===== config.mk =====
export PLATFORM = sky130hd
export DESIGN_NAME = cim_result_streamer_flat
export DESIGN_NICKNAME = d
export VERILOG_FILES = /design/src/rtl/cim_result_streamer_if.sv /design/src/rtl/cim_result_streamer.sv /design/src/flat_wrapper.sv
export SDC_FILE = /design/constraint.sdc
export NUM_CORES = 1
export LEC_CHECK = 0
export CELL_PAD_IN_SITES_DETAIL_PLACEMENT = 2
export CELL_PAD_IN_SITES_GLOBAL_PLACEMENT = 2
export CORE_MARGIN = 2
export CORE_UTILIZATION = 40
export DETAILED_ROUTE_END_ITERATION = 7
export DONT_BUFFER_PORTS = 1
export GPL_TIMING_DRIVEN = 0
export HOLD_SLACK_MARGIN = 0.12
export PLACE_DENSITY = 0.86
export SLEW_MARGIN = 20
export SYNTH_ARGS = -nofsm -noshare
export SYNTH_HDL_FRONTEND = slang
export SYNTH_SLANG_ARGS = --single-unit

===== constraint.sdc =====
create_clock -name clk -period 5.1 [get_ports clk]
set_clock_uncertainty 0.05 [all_clocks]
set_input_delay 0.51 -clock clk [delete_from_list [all_inputs] [get_ports clk]]
set_output_delay 0.51 -clock clk [all_outputs]
set_load 0.005 [all_outputs]

===== src/rtl/cim_result_streamer_if.sv =====
`default_nettype none
// ============================================================================
// Module      : cim_result_streamer_if
// Description : Memory read port plus output stream bundle for the CIM
//               result streamer. master = streamer side, slave = memory and
//               sink side.
// Revision    : 1.0 - initial release
// ============================================================================
interface cim_result_streamer_if #(
    parameter int DATA_W = 16,
    parameter int ADDR_W = 12
);
    logic              mem_rd_en;
    logic [ADDR_W-1:0] mem_rd_addr;
    logic [DATA_W-1:0] mem_rd_data;
    logic [DATA_W-1:0] tx_data;
    logic              tx_valid;
    logic              tx_ready;
    logic              tx_last;

    modport master (
        output mem_rd_en, mem_rd_addr, tx_data, tx_valid, tx_last,
        input  mem_rd_data, tx_ready
    );

    modport slave (
        input  mem_rd_en, mem_rd_addr, tx_data, tx_valid, tx_last,
        output mem_rd_data, tx_ready
    );
endinterface
`default_nettype wire


===== src/rtl/cim_result_streamer.sv =====
`default_nettype none
// ============================================================================
// Module      : cim_result_streamer
// Description : Reads a contiguous (wrapping) window of the int_res memory
//               and streams it word by word over valid/ready, with a 2-entry
//               output buffer, back-pressure and abort.
// Revision    : 1.0 - initial release
// ============================================================================
module cim_result_streamer #(
    parameter int DATA_W     = 16,
    parameter int ADDR_W     = 12,
    parameter int FIFO_DEPTH = 2
) (
    input  logic              clk,
    input  logic              rst_n,
    input  logic              start,
    input  logic              abort,
    input  logic [ADDR_W-1:0] base_addr,
    input  logic [ADDR_W-1:0] len,
    output logic              busy,
    output logic              done,
    cim_result_streamer_if.master bus
);

    typedef enum logic [1:0] {
        ST_IDLE   = 2'd0,
        ST_READ   = 2'd1,
        ST_DRAIN  = 2'd2,
        ST_FINISH = 2'd3
    } state_t;

    localparam logic [2:0]      c_fifo_depth = 3'(FIFO_DEPTH);
    localparam logic [ADDR_W:0] c_cnt_one    = {{ADDR_W{1'b0}}, 1'b1};

    state_t            r_state;
    state_t            w_next_state;
    logic [ADDR_W-1:0] r_base;
    logic [ADDR_W-1:0] r_len;
    logic [ADDR_W:0]   r_rd_cnt;
    logic [ADDR_W:0]   r_tx_cnt;
    logic [ADDR_W:0]   w_len_ext;
    logic [ADDR_W:0]   w_len_m1;
    logic              r_inflight;
    logic [DATA_W-1:0] r_fifo [2];
    logic              r_wr_ptr;
    logic              r_rd_ptr;
    logic [1:0]        r_count;
    logic              w_tx_valid;
    logic              w_pop;
    logic              w_rd_en;
    logic              w_start_ok;
    logic              w_last_rd;
    logic              w_drained;
    logic [2:0]        w_occ;

    assign w_len_ext  = {1'b0, r_len};
    // len=0 gives all-ones here, which tx_cnt never reaches while valid.
    assign w_len_m1   = w_len_ext - c_cnt_one;
    assign w_tx_valid = (r_count != 2'd0);
    assign w_pop      = w_tx_valid & bus.tx_ready;
    assign w_start_ok = (r_state == ST_IDLE) & start & ~abort;

    // Occupancy the buffer will have once this cycle's pop and the pending
    // read return are accounted for; a read may issue only if it fits.
    assign w_occ   = {1'b0, r_count} + {2'b00, r_inflight} - {2'b00, w_pop};
    assign w_rd_en = (r_state == ST_READ) && (r_rd_cnt < w_len_ext)
                     && (w_occ < c_fifo_depth);
    assign w_last_rd = w_rd_en && (r_rd_cnt == w_len_m1);

    // Empty after this cycle: nothing in flight and the buffer is empty or
    // its last word is leaving now, so done lands right after the last beat.
    assign w_drained = ~r_inflight
                       && ((r_count == 2'd0) || ((r_count == 2'd1) && w_pop));

    // Next-state and status outputs.
    always_comb begin
        w_next_state = r_state;
        busy         = 1'b0;
        done         = 1'b0;
        case (r_state)
            ST_IDLE: begin
                // len=0 passes through DRAIN so done arrives two cycles
                // after start like a normal completion.
                if (w_start_ok) begin
                    w_next_state = (len != '0) ? ST_READ : ST_DRAIN;
                end
            end
            ST_READ: begin
                busy = 1'b1;
                if (w_last_rd) begin
                    w_next_state = ST_DRAIN;
                end
            end
            ST_DRAIN: begin
                busy = 1'b1;
                if (w_drained) begin
                    w_next_state = ST_FINISH;
                end
            end
            ST_FINISH: begin
                busy         = 1'b1;
                done         = 1'b1;
                w_next_state = ST_IDLE;
            end
            default: w_next_state = ST_IDLE;
        endcase
        if (abort && (r_state != ST_IDLE)) begin
            w_next_state = ST_IDLE;
        end
    end

    // State register.
    always_ff @(posedge clk or negedge rst_n) begin
        if (!rst_n) begin
            r_state <= ST_IDLE;
        end else begin
            r_state <= w_next_state;
        end
    end

    // Transfer window and progress counters; window is frozen while busy.
    always_ff @(posedge clk or negedge rst_n) begin
        if (!rst_n) begin
            r_base   <= '0;
            r_len    <= '0;
            r_rd_cnt <= '0;
            r_tx_cnt <= '0;
        end else if (w_start_ok) begin
            r_base   <= base_addr;
            r_len    <= len;
            r_rd_cnt <= '0;
            r_tx_cnt <= '0;
        end else begin
            if (w_rd_en) begin
                r_rd_cnt <= r_rd_cnt + c_cnt_one;
            end
            if (w_pop) begin
                r_tx_cnt <= r_tx_cnt + c_cnt_one;
            end
        end
    end

    // Two-entry output buffer fed by the one-cycle memory read return.
    always_ff @(posedge clk or negedge rst_n) begin
        if (!rst_n) begin
            r_fifo[0]  <= '0;
            r_fifo[1]  <= '0;
            r_wr_ptr   <= 1'b0;
            r_rd_ptr   <= 1'b0;
            r_count    <= 2'd0;
            r_inflight <= 1'b0;
        end else if (abort) begin
            r_wr_ptr   <= 1'b0;
            r_rd_ptr   <= 1'b0;
            r_count    <= 2'd0;
            r_inflight <= 1'b0;
        end else begin
            if (r_inflight) begin
                r_fifo[r_wr_ptr] <= bus.mem_rd_data;
                r_wr_ptr         <= ~r_wr_ptr;
            end
            if (w_pop) begin
                r_rd_ptr <= ~r_rd_ptr;
            end
            r_count    <= r_count + {1'b0, r_inflight} - {1'b0, w_pop};
            r_inflight <= w_rd_en;
        end
    end

    assign bus.mem_rd_en   = w_rd_en;
    assign bus.mem_rd_addr = r_base + r_rd_cnt[ADDR_W-1:0];
    assign bus.tx_valid    = w_tx_valid;
    assign bus.tx_data     = w_tx_valid ? r_fifo[r_rd_ptr] : '0;
    assign bus.tx_last     = w_tx_valid && (r_tx_cnt == w_len_m1);

endmodule
`default_nettype wire


===== src/flat_wrapper.sv =====
// flat-port wrapper written by rule: the top's interface ports become plain ports
module cim_result_streamer_flat 
#(
    parameter int DATA_W     = 16,
    parameter int ADDR_W     = 12,
    parameter int FIFO_DEPTH = 2
)
  (clk, rst_n, start, abort, base_addr, len, busy, done, bus_mem_rd_en, bus_mem_rd_addr, bus_tx_data, bus_tx_valid, bus_tx_last, bus_mem_rd_data, bus_tx_ready);
  cim_result_streamer_if #(.DATA_W(DATA_W), .ADDR_W(ADDR_W)) bus_i ();
  input  logic clk;
  input  logic rst_n;
  input  logic start;
  input  logic abort;
  input  logic [ADDR_W-1:0] base_addr;
  input  logic [ADDR_W-1:0] len;
  output logic busy;
  output logic done;
  output wire logic [$bits(bus_i.mem_rd_en)-1:0] bus_mem_rd_en;
  output wire logic [$bits(bus_i.mem_rd_addr)-1:0] bus_mem_rd_addr;
  output wire logic [$bits(bus_i.tx_data)-1:0] bus_tx_data;
  output wire logic [$bits(bus_i.tx_valid)-1:0] bus_tx_valid;
  output wire logic [$bits(bus_i.tx_last)-1:0] bus_tx_last;
  input wire logic [$bits(bus_i.mem_rd_data)-1:0] bus_mem_rd_data;
  input wire logic [$bits(bus_i.tx_ready)-1:0] bus_tx_ready;
  assign bus_mem_rd_en = bus_i.mem_rd_en;
  assign bus_mem_rd_addr = bus_i.mem_rd_addr;
  assign bus_tx_data = bus_i.tx_data;
  assign bus_tx_valid = bus_i.tx_valid;
  assign bus_tx_last = bus_i.tx_last;
  assign bus_i.mem_rd_data = bus_mem_rd_data;
  assign bus_i.tx_ready = bus_tx_ready;
  cim_result_streamer #(.DATA_W(DATA_W), .ADDR_W(ADDR_W), .FIFO_DEPTH(FIFO_DEPTH)) u_core (.clk(clk), .rst_n(rst_n), .start(start), .abort(abort), .base_addr(base_addr), .len(len), .busy(busy), .done(done), .bus(bus_i));
endmodule

## Word-level counts from Yosys, hierarchy flattened

Index checks and enable logic that the tools add are counted.

- Output and inout port bits: 33
- Input port bits: 45
- Word-level logic and storage cells: 88
- Flip-flop bits (word level): 89

- $add $sub $neg: 8
- Reductions and logical operators: 21
- Bitwise operators: 9
- Order comparisons: 5
- Equal/unequal tests: 9
- Muxes and demuxes: 25

Operators with widths:

| kind | count |
|---|---|
| two-way mux 16 bit | 5 |
| two-way mux 13 bit | 4 |
| bitwise mux 32 bit | 1 |
| adder 13 x 1 -> 13 bit (second input constant) | 2 |
| equality test 13 bit | 2 |
| demux 16 bit (select 1 bit) | 1 |
| less-than comparator 13 x 12 -> 1 bit | 1 |
| subtractor 12 x 1 -> 13 bit (second input constant) | 1 |
| adder 12 bit | 1 |
| two-way mux 2 bit | 6 |
| nonzero test 12 bit | 1 |
| nonzero test 2 bit | 6 |
| logical AND 1 bit | 8 |
| case mux 2 bit (4 select lines) | 1 |
| two-way mux 1 bit | 7 |
| inequality test 3 x 2 -> 1 bit (second input constant) | 2 |
| equality test 2 x 1 -> 1 bit (second input constant) | 2 |
| equality test 2 bit (second input constant) | 2 |
| greater-or-equal comparator 2 bit (second input constant) | 2 |
| zero test 2 bit | 2 |
| inverter 1 bit | 4 |
| inverter 1 -> 2 bit | 2 |
| adder 2 x 1 -> 3 bit | 1 |
| AND 1 bit | 3 |
| 10 further kinds | 10 |

## Depth between registers and ports, before layout

- Depth after elaboration: 9
- Gate-level depth with buffers: 14
- Depth with buffers taken out: 13

## Least setup slack after synthesis

Ideal clock, no wire load.

- Path kind: flip-flop to flip-flop
- From: reg u_core.r_count[1]
- To: reg u_core.r_state[1]
- Slack: 1305 ps
- Required time: 4925 ps
- Arrival: 3620 ps
- Setup time: 125 ps
- Buffers on the path: 1
- Cell stages (with the launch flop): 15
- Period minus slack after synthesis: 3795 ps
- Cells stage by stage: dfrtp_1 -> o21ai_1 -> inv_1 -> ha_1 -> inv_1 -> ha_1 -> inv_1 -> fa_1 -> nand2_1 -> a2111oi_0 -> nand3_1 -> or2_2 -> clkbuf_1 -> o31ai_4 -> mux2_4

- Cells in the longest elaborated chain, start to end: 8
- Elaborated cells on any way between the ends: 15
- Classes of those cells: add/sub: 2; order compare: 1; eq/ne: 3; bitwise: 1; reduce/logical: 8

RTL lines:

| item | RTL line | text |
|---|---|---|
| from (decl) | cim_result_streamer.sv:47 | `logic [1:0] r_count;` |
| from (signal assigned) | cim_result_streamer.sv:165 | `r_count <= r_count + {1'b0, r_inflight} - {1'b0, w_pop};` |
| branches (longest 7 deep; another with adder 2 x 1 -> 3 bit) | - |  |
| AND reduction 3 bit (no line) * | - |  |
| to (signal assigned) | cim_result_streamer.sv:117 | `r_state <= w_next_state;` |
| to (decl) | cim_result_streamer.sv:35 | `state_t r_state;` |

Every way passes the cells marked *.
A chain may end at the register's enable or synchronous reset.

## Worst setup path after layout

- From: reg u_core.r_count[1]
- To: out bus_mem_rd_en

- Cells in the longest elaborated chain, start to end: 5
- Elaborated cells on any way between the ends: 6
- Classes of those cells: add/sub: 2; order compare: 1; bitwise: 1; reduce/logical: 2

RTL lines:

| item | RTL line | text |
|---|---|---|
| branches (longest 2 deep; another with adder 2 x 1 -> 3 bit) | - |  |
| subtractor 3 x 1 -> 3 bit * | cim_result_streamer.sv:65 | `assign w_occ = {1'b0, r_count} + {2'b00, r_inflight} - {2'b00, w_pop};` |
| less-than comparator 3 x 2 -> 1 bit * | cim_result_streamer.sv:67 | `&& (w_occ < c_fifo_depth);` |
| logical AND 1 bit * | cim_result_streamer.sv:67 |  |
| to (decl) | flat_wrapper.sv:18 | `output wire logic [$bits(bus_i.mem_rd_en)-1:0] bus_mem_rd_en;` |

Marked as above.

==> out/summary.log <==
qor: status.status finished clean
qor: timing.setup_ws 0.3242 ns
qor: global_route.global_route.overflow_total 0
qor: cts.clkTransAtPathRegs 0.08 ns
qor: cts.clock_tree_from_tritoncts done
qor: timing.worst_pin_slew 1.011 ns
qor: route.drt_antenna_net_count 0
qor: cts.cts_max_path_buffers 2
qor: floorplanning.core-area 0.01330 mm²
qor: global_route.grt_start_max_net_pins 90
qor: route.avgViaCountPerCell 5.733
qor: timing.final-max-slew-violation-count 0
qor: worst_setup_path.worst_ep_arrival_time 4.22 ns
qor: yosys.postSynthCellCount 569
qor: cts.clock_sink_count 89
qor: power_and_ir_drop.sw_frac_of_total 44.31%
qor: timing.layout_min_cycle_time 4.776 ns
qor: yosys.synth.net_count 649
qor: global_route.wire_length_of_the_first_global_routing_pass 29.23 mm
qor: route.vias 4374
qor: timing.rsz0062_at_grt no
qor: timing.final.setup.tns 0 ns
qor: route.route.final.wire_length 18.10 mm
qor: placement.last_weighted_congestion_value_of_the_routability_driven_placer 0.8910
qor: timing.fmaxAchievable 209.4 MHz
qor: floorplanning.die-height 121.0 µm
qor: yosys.netlist.area_leader.share 40.69%
qor: placement.hpwlAfterDp 11.88 mm
qor: yosys.synth.cell_area 0.005474 mm²
qor: worst_setup_path.criticalPathCategory reg2out
qor: yosys.synth-seq-area-share 40.69%
qor: yosys.yosys.area_share.xor_xnor 10.26%
qor: floorplanning.die_width 121.0 µm
qor: worst_setup_path.start_kind flip-flop
qor: power_and_ir_drop.power_density 595.8 mW/mm²
qor: floorplanning.core.rowCount 42
qor: yosys.ys_dominant_reg_cell dfrtp_1
qor: yosys.synth_largest_area_cell dfrtp_1
qor: yosys.synth_warnings 0
qor: floorplanning.start_util 41.17%
qor: timing.report.final.setup_viol 0
qor: yosys.postSynthAreaPerCell 9.620 µm²
qor: cts.root_buffer_selected_by_cts clkbuf_16
qor: power_and_ir_drop.peakVddDrop 0.0002522 V
qor: worst_setup_path.category_of_the_worst_setup_path_capture_point output port
qor: worst_setup_path.setup_slack_of_the_worst_register_to_register_path 0.50 ns
qor: layout.antennaDiodeCount 0
qor: power_and_ir_drop.p_sw 1.592 mW
qor: yosys.synthSimpleGateAreaFrac 17.39%
qor: cts.cts-buffers-inserted 9
qor: yosys.synthArstFlopShare 100.0%
qor: worst_setup_path.worst_ep_required_time 4.54 ns
qor: route.wl_per_cell 23.72 µm
qor: power_and_ir_drop.comb_power_share 47.1%
qor: timing.post-route-period-util 93.64%
qor: route.drt_iter0_markers 291
qor: worst_setup_path.maximum_fanout_count_along_the_critical_path 8
qor: floorplanning.fp.dieArea 0.01464 mm²
qor: yosys.synth_compound_area_share 8.549%
qor: timing.hold_viol 0
qor: layout.final_cell_area 0.006031 mm²
qor: layout.final_layout_size_suffix_gt1_share 10.39%
qor: power_and_ir_drop.report.power.total 3.593 mW
qor: global_route.globalRouteTotalUtil 26.37%
qor: run.drv_cap 0
qor: layout.layout.nets 662
qor: cts.h-tree-depth 3
qor: global_route.number_of_global_route_vias_before_repair 5182
qor: placement.dp_worst_setup_slack 0.4236 ns
qor: timing.max-slew-margin-rel 32.10%
qor: yosys.synth_enable_flop_cells 0
qor: placement.number_of_buffers_added_on_ports 0
qor: route.remaining_drc_errors 0
qor: power_and_ir_drop.power.sequential.fraction 33.4%
qor: yosys.synth.lib_cells_used.distinct 55
qor: cts.clk-insertion-delay-late 0.37 ns
qor: yosys.synth-adder-area-share 8.274%
qor: power_and_ir_drop.clock_power_share 19.5%
qor: layout.syn2layout_area_growth 10.17%
qor: yosys.ys_seq_elements 89
qor: floorplanning.boundaryPins 78
qor: power_and_ir_drop.internal_power 2.001 mW
qor: route.first_pass_detailed_route_iteration_total 4
qor: placement.post_dp_cell_area 0.005694 mm²
qor: worst_hold_path.type_of_the_most_critical_hold_path in2reg
qor: yosys.synth_top_family_by_area simple AND/OR/NAND/NOR gates
qor: yosys.synth_area_leaders dfrtp_1, ha_1, mux2_2
qor: yosys.post_synth_mux_area_share 10.70%
qor: global_route.initial_antenna_violation_count 0
qor: power_and_ir_drop.leakage_power_total 2.702 nW
## path summary, 6_finish.rpt
| check | startpoint | to | cells after the start |
|---|---|---|---|
| max in group asynchronous | rst_n | u_core.r_tx_cnt[5] | 2 |
| worst max-delay path | u_core.r_count[1] | bus_mem_rd_en | 13 |
| worst min-delay path | base_addr[10] | u_core.r_base[10] | 2 |
| worst min register to register | u_core.r_base[0] | u_core.r_base[0] | 2 |
| min in group asynchronous | rst_n | u_core.r_wr_ptr | 2 |
| worst max register to register | u_core.r_count[1] | u_core.r_rd_cnt[4] | 14 |
## repair_timing
action | 4_1_cts | 5_1_grt
hold endpoints to repair | 89 | 0
hold buffers | 2 | 0
buffers inserted | 0 | 0
resized for setup | 0 | 1
endpoints found under the setup margin | 0 | 1
## routing by layer
metal	vias to the layer above	wire length (µm)	global-route usage, %
li1	1967	-	-
met1	2243	7367	31.74
met2	117	9136	44.66
met3	47	1099	6.955
met4	0	494	10.76
met5	-	0	0
## power groups by stage
stage | clock network [mW] | logic (mW) | registers [mW]
after floorplan | 0 | 1.22 | 1.12
after global placement | 0 | 1.48 | 1.16
after detailed placement | 0 | 1.59 | 1.20
after CTS | 0.715 | 1.70 | 1.20
after global routing | 0.738 | 1.86 | 1.24
final | 0.701 | 1.69 | 1.20
## per-stage QoR
step                hold WS, ns  instances  utilization [%]
floorplan                0.1644        569                -
global placement         0.1667        745            42.83
detailed placement       0.1665        745            42.83
CTS                      0.2012        763            45.33
global route             0.2099        763            45.36
finish                   0.2071        763            45.36
## area by class of cell
type,count,area [µm²]
fillers,1419,7264
multi-input cells,422,3024
flip-flops and latches,89,2227
clock buffers,10,239.0
well taps,176,220.2
inverters,37,138.9
plain buffers,21,87.58
clock inverters,6,56.30
repair buffers,2,37.54
## cells in the final DEF, fill, tap and decap left out, drive strengths merged, types with 8 or more instances in the layout
cell / instances
nand2: 67
ha: 33
nor3: 11
nand3: 20
dfrtp: 89
nor2: 57
nor2b: 8
mux2i: 21
xor2: 21
inv: 41
o21ai: 25
xnor2: 38
mux2: 33
a21oi: 13
clkbuf: 29
nor4: 11
## synthesized netlist by cell type (2+ instances only)
library cell and count:
a211oi_1 4, nor3_1 8, o2111ai_1 2, nand4_1 2, o21ai_0 24, nand2b_1 4, nor4_1 10, nor2_1 57
a31oi_1 4, inv_1 37, xnor3_1 2, o311ai_0 2, fa_1 2, nand3_1 20, xnor2_1 38, nand2_1 67
xor2_1 21, o21a_1 3, mux2_2 32, ha_1 33, a2111oi_0 2, or3_1 6, mux2i_1 21, nor3_2 3
clkbuf_1 19, a21o_1 2, a21boi_0 3, nor2b_1 8, and3_1 7, a21oi_1 13, dfrtp_1 89
## cells by family (layout without fill, tap and decap cells)
group                    Yosys count  in the layout
adder cells (fa/ha/maj)           35             35
AO/OA/AOI/OAI                     71             71
multiplexers                      54             54
AND/OR/NAND/NOR                  201            201
flip-flops                        89             89
XOR/XNOR                          61             61
buffers and inverters             58             76
## worst max-delay path, stage by stage (launching register included)
cell and delay (ns):
dfrtp_1 0.47, o21ai_2 0.35, inv_1 0.16, ha_1 0.31
inv_1 0.07, ha_1 0.15, inv_1 0.05, fa_1 0.54
nand2_1 0.13, a2111oi_0 0.43, nand3_1 0.41, or2_2 0.43
clkbuf_1 0.22, inv_1 0.12
## state kept, by name (all words and copies together), names as in the netlist
name               flops
u_core.r_base         12
u_core.r_count         2
u_core.r_fifo         32
u_core.r_inflight      1
u_core.r_len          12
u_core.r_rd_cnt       13
u_core.r_rd_ptr        1
u_core.r_state         2
u_core.r_tx_cnt       13
u_core.r_wr_ptr        1
(Power assumes the default switching activity.)
